===== config.mk =====
export PLATFORM = sky130hd
export DESIGN_NAME = spi_ram_burst_slave_flat
export DESIGN_NICKNAME = d
export VERILOG_FILES = /design/src/rtl/spi_ram_pkg.sv /design/src/rtl/spi_ram_burst_slave_if.sv /design/src/rtl/spi_ram_sp_mem.sv /design/src/rtl/spi_ram_burst_slave.sv /design/src/flat_wrapper.sv
export SDC_FILE = /design/constraint.sdc
export NUM_CORES = 2
export LEC_CHECK = 0
export BUFFER_PORTS_ARGS = -buffer_cell sky130_fd_sc_hd__buf_2
export CAP_MARGIN = 5
export CORE_UTILIZATION = 50
export DETAILED_ROUTE_END_ITERATION = 7
export GPL_ROUTABILITY_DRIVEN = 0
export PLACE_DENSITY = 0.65
export SYNTH_ARGS = -nofsm -noshare
export SYNTH_HDL_FRONTEND = slang
export SYNTH_SLANG_ARGS = --single-unit

===== constraint.sdc =====
create_clock -name clk -period 5.55 [get_ports clk]
set_input_delay 0.2775 -clock clk [delete_from_list [all_inputs] [get_ports clk]]
set_output_delay 0.2775 -clock clk [all_outputs]
set_load 0.02 [all_outputs]

===== src/rtl/spi_ram_pkg.sv =====
// spi_ram_pkg: command encodings and FSM states shared by the SPI RAM slave.
package spi_ram_pkg;
    typedef enum logic [1:0] {
        CMD_WR_ADDR = 2'b00,
        CMD_WR_DATA = 2'b01,
        CMD_RD_ADDR = 2'b10,
        CMD_RD_DATA = 2'b11
    } cmd_e;
    typedef enum logic [2:0] {IDLE, CMD, WR_ADDR, WR_DATA, RD_ADDR, RD_DATA, DONE} state_e;
endpackage


===== src/rtl/spi_ram_burst_slave_if.sv =====
// spi_ram_burst_slave_if: SPI pin bundle between external master and the RAM slave.
interface spi_ram_burst_slave_if;
    logic ss_n;
    logic mosi;
    logic miso;
    modport master (output ss_n, output mosi, input miso);
    modport slave (input ss_n, input mosi, output miso);
endinterface


===== src/rtl/spi_ram_sp_mem.sv =====
// spi_ram_sp_mem: single-port RAM with registered read; out-of-range writes drop, reads give zero.
module spi_ram_sp_mem #(
    parameter int DATA_WIDTH = 8,
    parameter int ADDR_SIZE = 8,
    parameter int MEM_DEPTH = 256
) (
    input  logic                  clk,
    input  logic                  we_i,
    input  logic [ADDR_SIZE-1:0]  addr_i,
    input  logic [DATA_WIDTH-1:0] wdata_i,
    output logic [DATA_WIDTH-1:0] rdata_o
);
    localparam logic [ADDR_SIZE:0] DEPTH = (ADDR_SIZE+1)'(MEM_DEPTH);
    logic [DATA_WIDTH-1:0] mem_q [MEM_DEPTH];
    logic in_range;
    assign in_range = {1'b0, addr_i} < DEPTH;
    always_ff @(posedge clk) begin
        if (we_i && in_range) mem_q[addr_i] <= wdata_i;
        rdata_o <= in_range ? mem_q[addr_i] : '0;
    end
endmodule


===== src/rtl/spi_ram_burst_slave.sv =====
// spi_ram_burst_slave: SPI slave decoding a 2-bit command per frame, with burst
// read/write into internal RAM through auto-incrementing, wrapping pointers.
module spi_ram_burst_slave
    import spi_ram_pkg::*;
#(
    parameter int DATA_WIDTH = 8,
    parameter int ADDR_SIZE = 8,
    parameter int MEM_DEPTH = 256
) (
    input logic clk,
    input logic rst_n,
    spi_ram_burst_slave_if.slave spi
);
    localparam int SW = DATA_WIDTH > ADDR_SIZE ? DATA_WIDTH : ADDR_SIZE;
    localparam int SHW = SW - 1;
    localparam int CW = $clog2(SW);
    localparam logic [ADDR_SIZE:0] DEPTH = (ADDR_SIZE+1)'(MEM_DEPTH);
    state_e state_q;
    logic cmd_q;
    logic [CW-1:0] cnt_q;
    logic [SHW-1:0] sh_q;
    logic [DATA_WIDTH-1:0] out_q, rdata, wdata;
    logic [ADDR_SIZE-1:0] wr_addr_q, rd_addr_q, wr_addr_d, rd_addr_d, mem_addr;
    logic word_done, addr_done, we;
    function automatic logic [ADDR_SIZE-1:0] next_addr(input logic [ADDR_SIZE-1:0] a);
        return ({1'b0, a} + 1'b1 >= DEPTH) ? '0 : a + 1'b1;
    endfunction
    assign wr_addr_d = next_addr(wr_addr_q);
    assign rd_addr_d = next_addr(rd_addr_q);
    assign word_done = cnt_q == CW'(DATA_WIDTH-1);
    assign addr_done = cnt_q == CW'(ADDR_SIZE-1);
    assign we = state_q == WR_DATA && !spi.ss_n && word_done;
    assign wdata = {sh_q[DATA_WIDTH-2:0], spi.mosi};
    // Read port tracks rd_addr_q every cycle so the next word is already registered at its load edge.
    assign mem_addr = state_q == WR_DATA ? wr_addr_q : rd_addr_q;
    assign spi.miso = out_q[DATA_WIDTH-1];
    spi_ram_sp_mem #(
        .DATA_WIDTH(DATA_WIDTH),
        .ADDR_SIZE(ADDR_SIZE),
        .MEM_DEPTH(MEM_DEPTH)
    ) u_mem (
        .clk(clk),
        .we_i(we),
        .addr_i(mem_addr),
        .wdata_i(wdata),
        .rdata_o(rdata)
    );
    always_ff @(posedge clk or negedge rst_n) begin
        if (!rst_n) begin
            state_q <= IDLE;
            cmd_q <= 1'b0;
            cnt_q <= '0;
            sh_q <= '0;
            out_q <= '0;
            wr_addr_q <= '0;
            rd_addr_q <= '0;
        end else if (spi.ss_n) begin
            state_q <= IDLE;
            out_q <= '0;
        end else begin
            case (state_q)
                IDLE: begin
                    cmd_q <= spi.mosi;
                    state_q <= CMD;
                end
                CMD: begin
                    cnt_q <= '0;
                    state_q <= {cmd_q, spi.mosi} == CMD_WR_ADDR ? WR_ADDR :
                               {cmd_q, spi.mosi} == CMD_WR_DATA ? WR_DATA :
                               {cmd_q, spi.mosi} == CMD_RD_ADDR ? RD_ADDR : RD_DATA;
                end
                WR_ADDR, RD_ADDR: begin
                    sh_q <= SHW'({sh_q, spi.mosi});
                    cnt_q <= cnt_q + 1'b1;
                    if (addr_done) begin
                        if (state_q == WR_ADDR) wr_addr_q <= {sh_q[ADDR_SIZE-2:0], spi.mosi};
                        else rd_addr_q <= {sh_q[ADDR_SIZE-2:0], spi.mosi};
                        state_q <= DONE;
                    end
                end
                WR_DATA: begin
                    sh_q <= SHW'({sh_q, spi.mosi});
                    cnt_q <= word_done ? '0 : cnt_q + 1'b1;
                    if (word_done) wr_addr_q <= wr_addr_d;
                end
                RD_DATA: begin
                    out_q <= cnt_q == '0 ? rdata : out_q << 1;
                    cnt_q <= word_done ? '0 : cnt_q + 1'b1;
                    if (cnt_q == '0) rd_addr_q <= rd_addr_d;
                end
                default: ;
            endcase
        end
    end
endmodule


===== src/flat_wrapper.sv =====
// flat-port wrapper written by rule: the top's interface ports become plain ports
module spi_ram_burst_slave_flat import spi_ram_pkg::*;
#(
    parameter int DATA_WIDTH = 8,
    parameter int ADDR_SIZE = 8,
    parameter int MEM_DEPTH = 256
)
  (clk, rst_n, spi_ss_n, spi_mosi, spi_miso);
  spi_ram_burst_slave_if spi_i ();
  input logic clk;
  input logic rst_n;
  input wire logic [$bits(spi_i.ss_n)-1:0] spi_ss_n;
  input wire logic [$bits(spi_i.mosi)-1:0] spi_mosi;
  output wire logic [$bits(spi_i.miso)-1:0] spi_miso;
  assign spi_i.ss_n = spi_ss_n;
  assign spi_i.mosi = spi_mosi;
  assign spi_miso = spi_i.miso;
  spi_ram_burst_slave #(.DATA_WIDTH(DATA_WIDTH), .ADDR_SIZE(ADDR_SIZE), .MEM_DEPTH(MEM_DEPTH)) u_core (.clk(clk), .rst_n(rst_n), .spi(spi_i));
endmodule

Yosys cells after proc, flatten, opt, wreduce, memory -nomap -nowiden
Memories as Yosys holds them, arrays and structs flattened. A register that Yosys moved wholly into a read port is not among the register bits.
Index checks and enable logic that the tools add are counted.
{"block": "op_classes", "mux": 24, "eq_ne": 14, "n_lt_le_gt_ge": 2, "bitwise": 1, "n_reduce_logical": 20, "n_mul": 0, "n_shift": 0, "div": 0, "add_sub_neg": 5}
{"operator": "$mux W8", "n": 12}
{"operator": "$pmux W8 S2", "n": 2}
{"operator": "$add A8 B1 Y9 const B", "n": 2}
{"operator": "$ge A9 B9 Y1 const B", "n": 2}
{"operator": "$pmux W3 S3", "n": 2}
{"operator": "$add A8 B1 Y8 const B", "n": 2}
{"operator": "$mux W3", "n": 5}
{"operator": "$reduce_and A5 Y1", "n": 2}
{"operator": "$eq A3 B3 Y1 const B", "n": 3}
{"operator": "$ne A2 B1 Y1 const B", "n": 4}
{"operator": "$reduce_and A2 Y1", "n": 4}
{"operator": "$eq A3 B2 Y1 const B", "n": 2}
{"operator": "$logic_not A3 Y1", "n": 2}
{"operator": "$reduce_bool A2 Y1", "n": 3}
{"operator": "$reduce_bool A4 Y1", "n": 1}
{"operator": "$reduce_or A2 Y1", "n": 2}
{"operator": "$add A3 B1 Y3 const B", "n": 1}
{"operator": "$eq A3 B1 Y1 const B", "n": 1}
{"operator": "$mux W1", "n": 3}
{"operator": "$ne A3 B2 Y1 const B", "n": 1}
{"operator": "$reduce_bool A3 Y1", "n": 1}
{"operator": "$reduce_or A3 Y1", "n": 1}
{"operator": "$eq A2 B1 Y1 const B", "n": 1}
{"operator": "$eq A2 B2 Y1 const B", "n": 1}
{"operator": "other kinds (5)", "n": 6}
{"block": "totals", "latchBits": 0, "elab_cells": 74, "reg_bits": 38, "mem_count": 1, "ramBits": 2048, "mem_bits_ro": 0}
{"name": "u_core.u_mem.mem_q", "words": 256, "width": 8, "read_ports": 1, "rd_ports_with_merged_regs": 1, "write_ports": 1, "line": "spi_ram_sp_mem.sv:14", "source": "logic [DATA_WIDTH-1:0] mem_q [MEM_DEPTH];"}

Longest topological paths before layout
{"block": "depth", "ltp_word": 6, "mapped_depth": 15, "ltp_nobuf": 8}

Modules after synthesis
From an unflattened synthesis, not the netlist that was laid out.
{"block": "hier_totals", "cells_unflattened": 3800, "area_unflattened_um2": 80727.4}
{"mod": "spi_ram_sp_mem", "area_per_inst_um2": 78492.8, "instances": 1, "cells_per_inst": 3547, "seq_area_each_um2": 61659.1}
{"mod": "spi_ram_burst_slave", "area_per_inst_um2": 2234.6, "instances": 1, "cells_per_inst": 253, "seq_area_each_um2": 950.9}

Least setup slack after synthesis
No wires, ideal clock.
{"block": "synth_path", "path_type": "register to register", "from": "register u_core.sh_q[5]", "to": "memory u_core.u_mem.mem_q[0][6] (data pin)", "stages_incl_launch_ff": 1, "path_slack_ns": 1.518, "setup_ns": 0.811, "t_arrival_ns": 3.220, "synth_period_minus_slack_ns": 4.032, "path_buffers": 0, "path_cell_list": "dfrtp_1"}
{"element": "start: declaration", "line": "spi_ram_burst_slave.sv:21", "source": "logic [SHW-1:0] sh_q;"}
{"element": "start signal: assignment", "line": "spi_ram_burst_slave.sv:73", "source": "sh_q <= SHW'({sh_q, spi.mosi});"}
{"element": "start signal: assignment", "line": "spi_ram_burst_slave.sv:82", "source": "sh_q <= SHW'({sh_q, spi.mosi});"}
{"element": "end: declaration", "line": "spi_ram_sp_mem.sv:14"}
Straight into the memory's write port.

Final worst setup path
{"block": "layout_path", "from": "register u_core.state_q[1]", "to": "register u_core.u_mem.rdata_o[6] (read register of u_core.u_mem.mem_q)"}
{"block": "layout_between", "elab_chain_cells": 2}
{"element": "start: declaration", "line": "spi_ram_burst_slave.sv:18", "source": "state_e state_q;"}
{"element": "start signal: assignment", "line": "spi_ram_burst_slave.sv:68", "source": "state_q <= {cmd_q, spi.mosi} == CMD_WR_ADDR ? WR_ADDR :"}
{"element": "$eq A3 B2 Y1", "line": "spi_ram_burst_slave.sv:35", "source": "assign mem_addr = state_q == WR_DATA ? wr_addr_q : rd_addr_q;"}
{"element": "$mux W8", "line": "spi_ram_burst_slave.sv:35"}
{"element": "end: declaration", "line": "spi_ram_sp_mem.sv:11", "source": "output logic [DATA_WIDTH-1:0] rdata_o"}
No other way between the ends.
A chain may end at the register's enable or synchronous reset.

==> summary.txt <==
Status
  • Run status: complete, but fails checks
  • Violated checks: DRC

Routing
  • Detailed-route vias per instance: 6.20
  • DR DRC count: 2
  • First-pass detailed-route iteration total: 8
  • DR WL/cell: 26.7 microns
  • Post-route ant nets: 0
  • First-iteration detailed-routing DRC count: 7421
  • Via count: 52086
  • Aggregate routed wire length: 224 mm

Floorplanning
  • Total die area: 0.167 sq mm
  • Initial core utilization: 50.3%
  • Area of the core: 0.165 sq mm
  • Row count: 149
  • Vertical extent of the die: 409 microns
  • Horizontal die dimension: 409 microns
  • Number of top-level design ports: 5

Finish
  • Filler Cells Inserted: 13104
  • Final cell count without fillers: 8406
  • Layout cell share with drive strength beyond 1: 7.84%
  • Top library cells by usage in the layout, fill and taps aside: 2048 x sky130_fd_sc_hd__edfxtp_1, 1465 x sky130_fd_sc_hd__nand2_1, 519 x sky130_fd_sc_hd__a21oi_1, 431 x sky130_fd_sc_hd__nand3_1, 312 x sky130_fd_sc_hd__nor2_1
  • Area taken by multi-input logic gates: 0.0184 sq mm
  • Final nets: 6050
  • Most common library cell in the layout ignoring fill and taps: sky130_fd_sc_hd__edfxtp_1
  • Area growth syn-to-layout: 11.1%
  • FF+latch area: 0.0626 sq mm

Clocking
  • Buffers inserted during post-CTS setup optimization: 0
  • H-tree depth: 4
  • Clock transition at the registers of the reported paths: 0.06 ns
  • Cell at the root of the clock tree: sky130_fd_sc_hd__clkbuf_16
  • Total clock buffers created by CTS: 207
  • Clock network latency to the later pin of the worst-skew pair: 0.87 ns
  • Number of buffers between clock root and the deepest sink: 3
  • Sinks on Clock Net: 2094
  • Post-CTS Resized: 0
  • Clock tree from TritonCTS: done

STA
  • Final Slew Violations: 0
  • Final number of setup-violating endpoints: 0
  • Setup clock skew after layout: 0.0586 ns
  • Maximum achievable frequency: 192 MHz
  • Hold Fails Final Rpt: 0
  • Min Clock Period, post-route: 5.20 ns
  • Final worst path period share: 93.7%
  • Remaining max-slew budget at the tightest pin: 6.73%
  • Worst-margin pin slew: 1.39 ns
  • RSZ-0062 raised after global routing: false

Global routing
  • Global-route wire length before repair: 329 mm
  • Initial antenna violation count: 7
  • Pin count of the biggest net entering global routing: 193
  • GRT Resource Usage Total: 26.5%
  • Number of global-route vias before repair: 49157
  • Total congestion overflow: 0

Logic synthesis
  • Main flop type after synthesis: sky130_fd_sc_hd__edfxtp_1
  • Summed instance area of the synthesized netlist: 0.0829 sq mm
  • EDFF count, synth: 2048
  • Register bit count reported by yosys: 2094
  • Average size of a mapped cell: 13.6 sq um
  • Async set-or-reset flop fraction in the synthesized netlist: 1.81%
  • Number of nets produced by synthesis: 6101
  • Count of synthesis-stage warnings from yosys: 0
  • Post-synth cell types: 59
  • Sequential area share after synthesis: 75.5%
  • Post-Syn Instances: 6092

Placed design
  • Estimated wirelength of the detail-placed design: 132 mm
  • Number of cells in the design after placement: 8018
  • Port buffer count: 4

Power
  • Int Pwr: 30.2 mW
  • Clock power share: 29.8%
  • Power density of the placed cells: 502 mW/mm^2
  • Sw Pwr: 16.0 mW
  • Proportion of power drawn by flip-flops and latches: 43.0%
  • Net Sw Frac: 34.6%
  • Total power: 46.2 mW
  • Part of the power in combinational logic: 27.2%
  • Leakage Power: 29.9 nW
  • Peak VDD IR: 0.000652 V

Setup path
  • CP required: 6.24 ns
  • Setup CP Type: reg -> reg
  • Critical path launch point type: flip-flop
  • Setup crit end kind: flip-flop
  • Maximum fanout count along the critical path: 162
  • Most prevalent standard cell on the critical path: sky130_fd_sc_hd__a211oi_1
  • Cell Chain, Critical Path: nand3b_1 -> a21o_4 -> buf_12 -> a211oi_1 -> a211oi_1 -> o41ai_2 -> nand3_1 -> nor4_1 -> nand4b_1
  • Slowest cell on the critical path: sky130_fd_sc_hd__a21o_4
  • Data arrival time of the critical path: 5.89 ns
  • CP max stage delay: 0.69 ns

Min path
  • Min-Delay Path Class: in -> async

Job
  • Number of max-cap violations: 0
-- registers in the layout, indices dropped and copies added, names as in the netlist --
signal / cells
u_core.sh_q: 7
u_core.u_mem.mem_q: 2048
u_core.cnt_q: 3
u_core.rd_addr_q: 8
u_core.cmd_q: 1
u_core.u_mem.rdata_o: 8
u_core.wr_addr_q: 8
u_core.state_q: 3
u_core.out_q: 8
-- synth_stat cells, types with 9 or more instances --
master	count	area, sq um
sky130_fd_sc_hd__buf_6	9	101
sky130_fd_sc_hd__o2111ai_1	40	350
sky130_fd_sc_hd__buf_4	23	173
sky130_fd_sc_hd__edfxtp_1	2048	61500
sky130_fd_sc_hd__buf_2	185	926
sky130_fd_sc_hd__a221oi_1	91	797
sky130_fd_sc_hd__a211oi_1	9	67.6
sky130_fd_sc_hd__a21oi_1	519	2600
sky130_fd_sc_hd__nand2_1	1466	5500
sky130_fd_sc_hd__nor4_1	11	68.8
sky130_fd_sc_hd__nand3_1	431	2160
sky130_fd_sc_hd__mux2_2	13	146
sky130_fd_sc_hd__a31oi_1	62	388
sky130_fd_sc_hd__dfrtp_1	38	951
sky130_fd_sc_hd__a22oi_1	120	901
sky130_fd_sc_hd__nor3_1	9	45.0
sky130_fd_sc_hd__mux2i_1	149	1490
sky130_fd_sc_hd__inv_1	13	48.8
sky130_fd_sc_hd__a32oi_1	115	1010
sky130_fd_sc_hd__nor2_1	315	1180
sky130_fd_sc_hd__o21ai_0	31	155
sky130_fd_sc_hd__buf_1	69	259
sky130_fd_sc_hd__a2111oi_0	9	78.8
sky130_fd_sc_hd__nand4_1	77	482
sky130_fd_sc_hd__clkbuf_1	133	499
sky130_fd_sc_hd__a41oi_1	23	201
-- routing by layer --
layer | share of wire, % | track usage [%] | vias to the layer above
met4 | 3.7 | 9.62 | 6
met1 | 41 | 38.1 | 26026
met3 | 9.8 | 5.01 | 462
li1 | - | - | 22760
met5 | 0.021 | 0 | -
met2 | 46 | 40.3 | 2832
-- power groups by stage --
stage	combinational, mW	sequential (mW)	clock (mW)
2_1_floorplan	6.92	20.9	0
3_3_place_gp	12.2	20.2	0
3_5_place_dp	12.4	20.2	0
4_1_cts	12.5	19.9	13.9
5_1_grt	13.4	19.9	14.5
6_report	12.6	19.9	13.8
-- stage by stage --
stage,cell area (sq um),TNS [ns],util [%],hold WS [ns],setup WS [ns]
finish,92100,0,55.9,0.172,0.351
floorplan,82900,0,-,-0.0181,1.52
detailed placement,85400,0,51.8,0.446,0.494
CTS,92100,0,55.9,0.202,0.518
global route,92100,0,55.9,0.258,0.293
global placement,85400,-0.773,51.8,0.435,-0.773
-- repair_timing --
| action | in CTS | in global routing |
|---|---|---|
| endpoints found under the hold margin | 84 | 0 |
| endpoints found under the setup margin | 0 | 0 |
| hold buffers | 3 | 0 |
-- cell type report --
type / count / share of cell area, %
sequential: 2094 / 68.0
multi-input combinational: 3566 / 20.0
timing repair buffer: 159 / 1.74
clock inverter: 115 / 1.32
antenna: 3 / 0.00815
tap: 2189 / 2.97
inverter: 13 / 0.0530
clock buffer: 267 / 5.93
-- cell families after synthesis --
family	Yosys count	synth area share [%]
DFF	2094	75.5
muxes	164	2.02
buffers and inverters	432	2.42
adders and majority gates	5	0.0755
and+or+nand+nor	2345	11.7
xor gates and xnor gates	1	0.0106
AOI/OAI and AO/OA	1051	8.25
-- critical path, delay by kind of cell, from the launching register on --
kind / cells / cell delay (ns)
flip-flops: 1 / 0.64
AND/OR/NAND/NOR: 4 / 1.87
AO/OA/AOI/OAI: 4 / 1.91
buffers and inverters: 1 / 0.39
-- path summary, 6_finish.rpt --
path	startpoint	to	slack, ns	cells past startpoint
hold reg to reg	u_core.u_mem.rdata_o[0]	u_core.out_q[0]	0.42	2
setup / recovery	u_core.state_q[1]	u_core.u_mem.rdata_o[6]	0.35	9
min in group clk	u_core.u_mem.rdata_o[0]	u_core.out_q[0]	0.42	2
max in group asynchronous	rst_n	u_core.sh_q[5]	4.67	2
setup reg to reg	u_core.state_q[1]	u_core.u_mem.rdata_o[6]	0.35	9
hold / removal	rst_n	u_core.sh_q[0]	0.17	2
Power figures use the tool's default switching activity.
